===== config.mk =====
export PLATFORM = sky130hd
export DESIGN_NAME = johnson_phase_monitor_flat
export DESIGN_NICKNAME = d
export VERILOG_FILES = /design/src/rtl/johnson_pkg.sv /design/src/rtl/johnson_phase_monitor_if.sv /design/src/rtl/johnson_decode.sv /design/src/rtl/johnson_phase_monitor.sv /design/src/flat_wrapper.sv
export SDC_FILE = /design/constraint.sdc
export NUM_CORES = 1
export LEC_CHECK = 0
export BUFFER_PORTS_ARGS = -buffer_cell sky130_fd_sc_hd__buf_2
export CORE_AREA = 2 2 63 65
export CTS_BUF_LIST = sky130_fd_sc_hd__clkbuf_16
export CTS_CLUSTER_SIZE = 16
export DETAILED_ROUTE_END_ITERATION = 12
export DIE_AREA = 0 0 65 67
export GPL_ROUTABILITY_DRIVEN = 0
export MAX_ROUTING_LAYER = met4
export PLACE_DENSITY = 0.81
export SLEW_MARGIN = 20
export SYNTH_ARGS = -nofsm -noshare
export SYNTH_HDL_FRONTEND = slang
export SYNTH_SLANG_ARGS = --single-unit

===== constraint.sdc =====
create_clock -name clk -period 4.84 [get_ports clk]
set_input_delay 1.21 -clock clk [delete_from_list [all_inputs] [get_ports clk]]
set_output_delay 1.21 -clock clk [all_outputs]
set_load 0.005 [all_outputs]

===== src/rtl/johnson_pkg.sv =====
// Shared types and Johnson-code helpers for the phase monitor.
// Helpers take the counter width as an argument so one package serves any N up to JC_MAX_N.
package johnson_pkg;

    localparam int unsigned JC_MAX_N = 16;
    localparam int unsigned JC_IDX_W = 5;

    typedef enum logic [1:0] {
        SYNC,
        LOCKED,
        RECOVER
    } mon_state_t;

    typedef struct packed {
        logic                legal;
        logic [JC_IDX_W-1:0] idx;
    } jc_dec_t;

    // Phase k<=n: top k bits set; phase n+k: top k bits clear, rest set.
    function automatic jc_dec_t jc_decode(input logic [JC_MAX_N-1:0] code, input int unsigned n);
        jc_dec_t             r;
        logic [JC_MAX_N-1:0] pat;
        r = '0;
        for (int unsigned k = 0; k < 2 * n; k++) begin
            pat = '0;
            for (int unsigned b = 0; b < n; b++) begin
                if (k <= n)
                    pat[b] = (b >= n - k);
                else
                    pat[b] = (b < n - (k - n));
            end
            if (code == pat) begin
                r.legal = 1'b1;
                r.idx   = JC_IDX_W'(k);
            end
        end
        return r;
    endfunction

    function automatic logic [JC_IDX_W-1:0] jc_succ(input logic [JC_IDX_W-1:0] idx, input int unsigned n);
        if (32'(idx) == 2 * n - 1)
            return '0;
        return idx + 1'b1;
    endfunction

endpackage


===== src/rtl/johnson_phase_monitor_if.sv =====
// Counter-sample input and decoded/status outputs of the Johnson phase monitor.
interface johnson_phase_monitor_if #(
    parameter int unsigned N = 4
);
    localparam int unsigned IDX_W = $clog2(2 * N);

    logic [N-1:0]     jc_in;
    logic [IDX_W-1:0] phase_idx;
    logic [2*N-1:0]   phase_oh;
    logic             phase_vld;
    logic             seq_err;
    logic             locked;
    logic [N-1:0]     fix_rst_n;
    logic [7:0]       err_cnt;

    modport master (
        input  jc_in,
        output phase_idx, phase_oh, phase_vld, seq_err, locked, fix_rst_n, err_cnt
    );

    modport slave (
        output jc_in,
        input  phase_idx, phase_oh, phase_vld, seq_err, locked, fix_rst_n, err_cnt
    );

endinterface


===== src/rtl/johnson_decode.sv =====
// Combinational Johnson code to {legal, phase index, one-hot phase}.
module johnson_decode
    import johnson_pkg::*;
#(
    parameter  int unsigned N     = 4,
    localparam int unsigned IDX_W = $clog2(2 * N)
) (
    input  logic [N-1:0]     code,
    output logic             legal,
    output logic [IDX_W-1:0] idx,
    output logic [2*N-1:0]   onehot
);

    logic [JC_MAX_N-1:0] code_ext;
    jc_dec_t             dec;

    always_comb begin
        code_ext         = '0;
        code_ext[N-1:0]  = code;
        dec              = jc_decode(code_ext, N);
        legal            = dec.legal;
        idx              = IDX_W'(dec.idx);
        onehot           = '0;
        if (dec.legal)
            onehot[idx] = 1'b1;
    end

endmodule


===== src/rtl/johnson_phase_monitor.sv =====
// Registers decoded Johnson counter phase, checks step order, tracks lock and
// pulses the counter's per-FF resets after persistent faults while locked.
module johnson_phase_monitor
    import johnson_pkg::*;
#(
    parameter int unsigned N         = 4,
    parameter int unsigned LOCK_CNT  = 3,
    parameter int unsigned ERR_LIMIT = 2,
    parameter int unsigned RECOV_CYC = 2
) (
    input logic                     clk,
    input logic                     rst,
    johnson_phase_monitor_if.master mon
);

    localparam int unsigned IDX_W  = $clog2(2 * N);
    localparam logic [3:0]  LOCK_C = 4'(LOCK_CNT);
    localparam logic [3:0]  ERR_C  = 4'(ERR_LIMIT);
    localparam logic [3:0]  REC_C  = 4'(RECOV_CYC);

    logic             dec_legal;
    logic [IDX_W-1:0] dec_idx;
    logic [2*N-1:0]   dec_oh;

    mon_state_t       state;
    logic [IDX_W-1:0] prev_idx;
    logic             prev_vld;
    logic [3:0]       step_cnt;
    logic [3:0]       bad_cnt;
    logic [3:0]       rec_cnt;

    logic [IDX_W-1:0] succ_idx;
    logic             seq_bad;
    logic             good;

    johnson_decode #(.N(N)) u_decode (
        .code   (mon.jc_in),
        .legal  (dec_legal),
        .idx    (dec_idx),
        .onehot (dec_oh)
    );

    always_comb begin
        succ_idx = IDX_W'(jc_succ(JC_IDX_W'(prev_idx), N));
        seq_bad  = dec_legal & prev_vld & (dec_idx != succ_idx);
        good     = dec_legal & ~seq_bad;
    end

    always_ff @(posedge clk) begin
        if (rst) begin
            state         <= SYNC;
            prev_idx      <= '0;
            prev_vld      <= 1'b0;
            step_cnt      <= '0;
            bad_cnt       <= '0;
            rec_cnt       <= '0;
            mon.phase_idx <= '0;
            mon.phase_oh  <= '0;
            mon.phase_vld <= 1'b0;
            mon.seq_err   <= 1'b0;
            mon.locked    <= 1'b0;
            mon.fix_rst_n <= '1;
            mon.err_cnt   <= '0;
        end else begin
            mon.phase_vld <= dec_legal;
            mon.phase_oh  <= dec_oh;
            if (dec_legal)
                mon.phase_idx <= dec_idx;

            case (state)
                SYNC: begin
                    mon.seq_err <= seq_bad;
                    prev_vld    <= dec_legal;
                    if (dec_legal)
                        prev_idx <= dec_idx;
                    if (!good) begin
                        step_cnt <= '0;
                    end else if (step_cnt == LOCK_C - 4'd1) begin
                        state      <= LOCKED;
                        mon.locked <= 1'b1;
                        step_cnt   <= '0;
                        bad_cnt    <= '0;
                    end else begin
                        step_cnt <= step_cnt + 4'd1;
                    end
                end
                LOCKED: begin
                    mon.seq_err <= seq_bad;
                    prev_vld    <= dec_legal;
                    if (dec_legal)
                        prev_idx <= dec_idx;
                    if (good) begin
                        bad_cnt <= '0;
                    end else if (bad_cnt == ERR_C - 4'd1) begin
                        // Recovery starts on this edge; rec_cnt counts the low cycles of fix_rst_n.
                        state         <= RECOVER;
                        mon.locked    <= 1'b0;
                        mon.fix_rst_n <= '0;
                        rec_cnt       <= 4'd1;
                        bad_cnt       <= '0;
                        if (mon.err_cnt != 8'hFF)
                            mon.err_cnt <= mon.err_cnt + 8'd1;
                    end else begin
                        bad_cnt <= bad_cnt + 4'd1;
                    end
                end
                RECOVER: begin
                    mon.seq_err <= 1'b0;
                    if (rec_cnt == REC_C) begin
                        state         <= SYNC;
                        mon.fix_rst_n <= '1;
                        step_cnt      <= '0;
                        bad_cnt       <= '0;
                        prev_vld      <= 1'b0;
                    end else begin
                        rec_cnt <= rec_cnt + 4'd1;
                    end
                end
                default: state <= SYNC;
            endcase
        end
    end

endmodule

===== src/flat_wrapper.sv =====
// flat-port wrapper written by rule: the top's interface ports become plain ports
module johnson_phase_monitor_flat import johnson_pkg::*;
#(
    parameter int unsigned N         = 4,
    parameter int unsigned LOCK_CNT  = 3,
    parameter int unsigned ERR_LIMIT = 2,
    parameter int unsigned RECOV_CYC = 2
)
  (clk, rst, mon_jc_in, mon_phase_idx, mon_phase_oh, mon_phase_vld, mon_seq_err, mon_locked, mon_fix_rst_n, mon_err_cnt);
  johnson_phase_monitor_if #(.N(N)) mon_i ();
  input logic clk;
  input logic rst;
  input wire logic [$bits(mon_i.jc_in)-1:0] mon_jc_in;
  output wire logic [$bits(mon_i.phase_idx)-1:0] mon_phase_idx;
  output wire logic [$bits(mon_i.phase_oh)-1:0] mon_phase_oh;
  output wire logic [$bits(mon_i.phase_vld)-1:0] mon_phase_vld;
  output wire logic [$bits(mon_i.seq_err)-1:0] mon_seq_err;
  output wire logic [$bits(mon_i.locked)-1:0] mon_locked;
  output wire logic [$bits(mon_i.fix_rst_n)-1:0] mon_fix_rst_n;
  output wire logic [$bits(mon_i.err_cnt)-1:0] mon_err_cnt;
  assign mon_i.jc_in = mon_jc_in;
  assign mon_phase_idx = mon_i.phase_idx;
  assign mon_phase_oh = mon_i.phase_oh;
  assign mon_phase_vld = mon_i.phase_vld;
  assign mon_seq_err = mon_i.seq_err;
  assign mon_locked = mon_i.locked;
  assign mon_fix_rst_n = mon_i.fix_rst_n;
  assign mon_err_cnt = mon_i.err_cnt;
  johnson_phase_monitor #(.N(N), .LOCK_CNT(LOCK_CNT), .ERR_LIMIT(ERR_LIMIT), .RECOV_CYC(RECOV_CYC)) u_core (.clk(clk), .rst(rst), .mon(mon_i));
endmodule

==> results.md <==
| Step | Metric | Value |
|---|---|---|
| placed design | Placed Area | 2247 µm² |
| detailed routing | TritonRoute pass-1 iters | 4 |
| sta | Maximum frequency from static timing analysis | 0.3105 GHz |
| sta | Final worst path period need | 3.221 ns |
| final layout | Area growth from synthesis to final layout | 14.19% |
| setup path | Startpoint kind of the worst setup timing path | input port |
| sta | Setup-failing EPs final | 0 |
| setup path | Critical path depth | 8 |
| sta | Fin. Hold Viols | 0 |
| final layout | Area of all placed cells without fillers | 2437 µm² |
| sta | RSZ-0062 raised after global routing | no |
| floorplanning | Chip Width | 65 µm |
| sta | Largest clock skew in the final design | 0.003338 ns |
| clocking | Number of H-tree levels | 2 |
| clocking | Number of buffers on the longest clock path | 2 |
| grt | Vias in the first global route | 1587 |
| setup path | Critical path peak fanout | 19 |
| clocking | Post-CTS resize count | 0 |
| grt | Global route total overflow | 0 |
| final layout | Cell Count, Final, Fillers Out | 320 |
| final layout | Number of antenna diodes | 0 |
| setup path | Cell-by-cell listing of the critical path | buf_2, nand2_1, o21ai_0, o21ai_1, nand2b_1, o21ai_2, or2_2, a211oi_1 |
| grt | Initial antenna violation count | 0 |
| sta | Hold WS | 0.4827 ns |
| final layout | Filler Cell Count | 307 |
| logic synthesis | Count of different cell masters after synthesis | 52 |
| final layout | Net count reported at finish | 286 |
| grt | GR Util All Layers | 22.57% |
| power | Static leakage | 0.9990 nW |
| floorplanning | Number of placement rows | 22 |
| clocking | Clock input transition at the sequential cells of the worst setup and hold paths | 0.06 ns |
| final layout | Top library cells by usage in the layout, fill and taps aside | sky130_fd_sc_hd__dfxtp_1 (41), sky130_fd_sc_hd__nor2_1 (31), sky130_fd_sc_hd__buf_2 (31), sky130_fd_sc_hd__nand2_1 (21), sky130_fd_sc_hd__a21oi_1 (16) |
| final layout | Commonest non-fill, non-tap cell in the layout | sky130_fd_sc_hd__dfxtp_1 |
| floorplanning | Num ports | 32 |
| logic synthesis | Fraction of synthesis flops using an asynchronous set or reset pin | 0% |
| power | Final Total Pwr | 0.8571 mW |
| detailed routing | Vias per cell | 5.725 |
| floorplanning | Height of the chip | 67 µm |
| detailed routing | Total wire length | 4.376 mm |
| clocking | Clk Tree Root Cell | sky130_fd_sc_hd__clkbuf_16 |
| floorplanning | Effective utilization at floorplan | 59.20% |
| setup path | Critical path type | in2reg |
| logic synthesis | Synthesized netlist cell count | 250 |
| setup path | R2R cell count | 9 |
| sta | Final worst path period share | 66.55% |
| sta | Max Slew Vio Count | 0 |
| setup path | End of the worst register-to-register path | u_core.mon.err_cnt[7] |
| setup path | Bufs and invs on worst path | 1 |
| floorplanning | Die area | 4355 µm² |
| logic synthesis | Synth Flop Type | sky130_fd_sc_hd__dfxtp_1 |
| logic synthesis | Post-synth EDFFs | 0 |
| outcome | Run status | finished clean |
| grt | Maximum number of pins on one net before global-route repair | 38 |
| final layout | Share of post-route cells with drive strength above 1 | 18.38% |
| setup path | Data required time at the worst endpoint | 5.04 ns |
| logic synthesis | Number of warning messages in the yosys log | 0 |
| logic synthesis | Share of synthesized area occupied by flip-flops and latches | 38.45% |
| worst hold path | Worst hold-check path type | reg2reg |
| worst hold path | Cell depth of the worst min-delay path | 2 |
| detailed routing | ANT nets after route | 0 |
| power | Cell area power density | 351.7 nW/µm² |
| clocking | Total number of clock tree sinks | 41 |
| detailed routing | Via total after detailed routing | 1832 |
| clocking | TritonCTS Buffers | 5 |
| setup path | Highest-delay cell along the critical path | sky130_fd_sc_hd__o21ai_1 |
| clocking | Hold buffers post-CTS | 0 |
| logic synthesis | Synthesized net count | 265 |
| setup path | Worst setup path endpoint | u_core.rec_cnt[1] |
| logic synthesis | Synth Area per Inst | 8.538 µm² |
| detailed routing | Routed wire per std cell | 13.68 µm |
| setup path | Critical path endpoint category | flip-flop |
| sta | Relative slew slack | 29.67% |
| placed design | Placed instance count | 312 |
| setup path | Peak per-stage delay on the critical path | 0.83 ns |
| logic synthesis | Area of the mapped netlist | 2135 µm² |
| setup path | Arrival time worst endpoint | 3.42 ns |
| placed design | Number of I/O port buffers | 31 |
| placed design | Half-perimeter wire length of the detailed placement result | 2.862 mm |
| detailed routing | DRT iter0 DRCs | 155 |
| setup path | Crit path from | mon_jc_in[2] |
| grt | Global-route wire length before repair | 7.286 mm |
| detailed routing | Residual DRC | 0 |
| clocking | Clock latency at the later pin of the worst-skew pair | 0.28 ns |
| clocking | TritonCTS clock tree | yes |
| floorplanning | CORE AREA | 3606 µm² |
| logic synthesis | Synthesis-stage register bit count | 41 |
| setup path | Family with the most delay on the worst path | compound AO/OA/AOI/OAI gates |
| power | Worst vdd ir | 0.2029 mV |
| setup path | Source of the worst register-to-register timing path | u_core.prev_idx[0] |
| flow run | MaxCap Viol Count | 0 |
| setup path | R2R Setup Slk | 2.18 ns |
| clocking | Buffers inserted during post-CTS setup optimization | 0 |
| sta | Transition time of the tightest slew-check pin | 1.048 ns |
| sta | Summed negative setup slack over all endpoints | 0 ns |
[state kept, by name, indices dropped and copies added, names as in the netlist, 2 cells and up]
signal                count
u_core.bad_cnt            4
u_core.step_cnt           4
u_core.mon.phase_idx      3
u_core.mon.phase_oh       8
u_core.rec_cnt            4
u_core.state              2
u_core.mon.err_cnt        8
u_core.prev_idx           3
[how the worst min path moves through the flow]
stage	start	end	slack [ns]
finish	u_core.mon.locked	u_core.mon.locked	0.48
global route	u_core.mon.locked	u_core.mon.locked	0.52
CTS	u_core.mon.locked	u_core.mon.locked	0.48
detailed placement	u_core.mon.locked	u_core.mon.locked	0.48
global placement	u_core.mon.phase_idx[0]	u_core.mon.phase_idx[0]	0.47
floorplan	u_core.bad_cnt[3]	u_core.bad_cnt[3]	0.46
[worst reg2reg max path, delay by kind of cell, from the launching register on]
kind	cells	cell delay, ns
AND/OR/NAND/NOR	2	0.52
AO/OA/AOI/OAI	5	1.19
adder cells (fa/ha/maj)	2	0.54
flip-flops	1	0.34
[cells in the mapped netlist (all sizes together) (3+ instances only)]
master	n	area, µm²
dfxtp	41	820.8
nor2	32	127.6
nand2	21	78.83
a21oi	16	80.08
o21ai	13	80.08
nor3	11	55.05
buf	9	72.56
ha	9	112.6
nand2b	9	56.30
clkbuf	8	30.03
nand3	8	40.04
a31oi	5	31.28
inv	5	18.77
nor3b	5	37.54
xor2	5	43.79
o211ai	4	30.03
or3	4	25.02
a211oi	3	22.52
a21o	3	22.52
mux2i	3	30.03
nand3b	3	22.52
nor2b	3	21.27
or2	3	18.77
[per-stage QoR]
| stage | setup WS [ns] | util (%) |
|---|---|---|
| 6_report | 1.619 | 67.59 |
| 5_1_grt | 1.446 | 67.59 |
| 4_1_cts | 1.656 | 67.59 |
| 3_5_place_dp | 1.352 | 62.32 |
| 3_3_place_gp | 1.427 | 62.32 |
| 2_1_floorplan | 1.889 | - |
[area by class of cell]
class / instances / area [µm²] / area share (%)
flip-flops and latches: 41 / 820.8 / 33.68
well taps: 48 / 60.06 / 2.464
clock inverters: 3 / 65.06 / 2.669
multi-input cells: 187 / 1192 / 48.92
inverters: 5 / 18.77 / 0.7700
clock buffers: 5 / 125.1 / 5.133
repair buffers: 31 / 155.1 / 6.366
[routing by layer]
layer | part of all wire (%) | global-route usage [%] | wire, µm
met3 | 5.4 | 6.081 | 237
met1 | 46 | 27.46 | 2001
met2 | 47 | 36.60 | 2062
met5 | 0 | - | 0
met4 | 1.7 | 7.181 | 75
[where the power goes]
part | total (mW) | switching, mW | internal, mW
clock network | 0.426 | 0.132 | 0.294
logic | 0.0787 | 0.0478 | 0.0309
registers | 0.352 | 0.00594 | 0.346
[logic make-up after synthesis]
family,synth area share [%]
flops,38.45
compound gates,19.17
xor+xnor,2.051
mux,2.462
buf+inv,5.686
fa+ha+maj,5.276
simple gates,26.91
(Power assumes the default switching activity.)
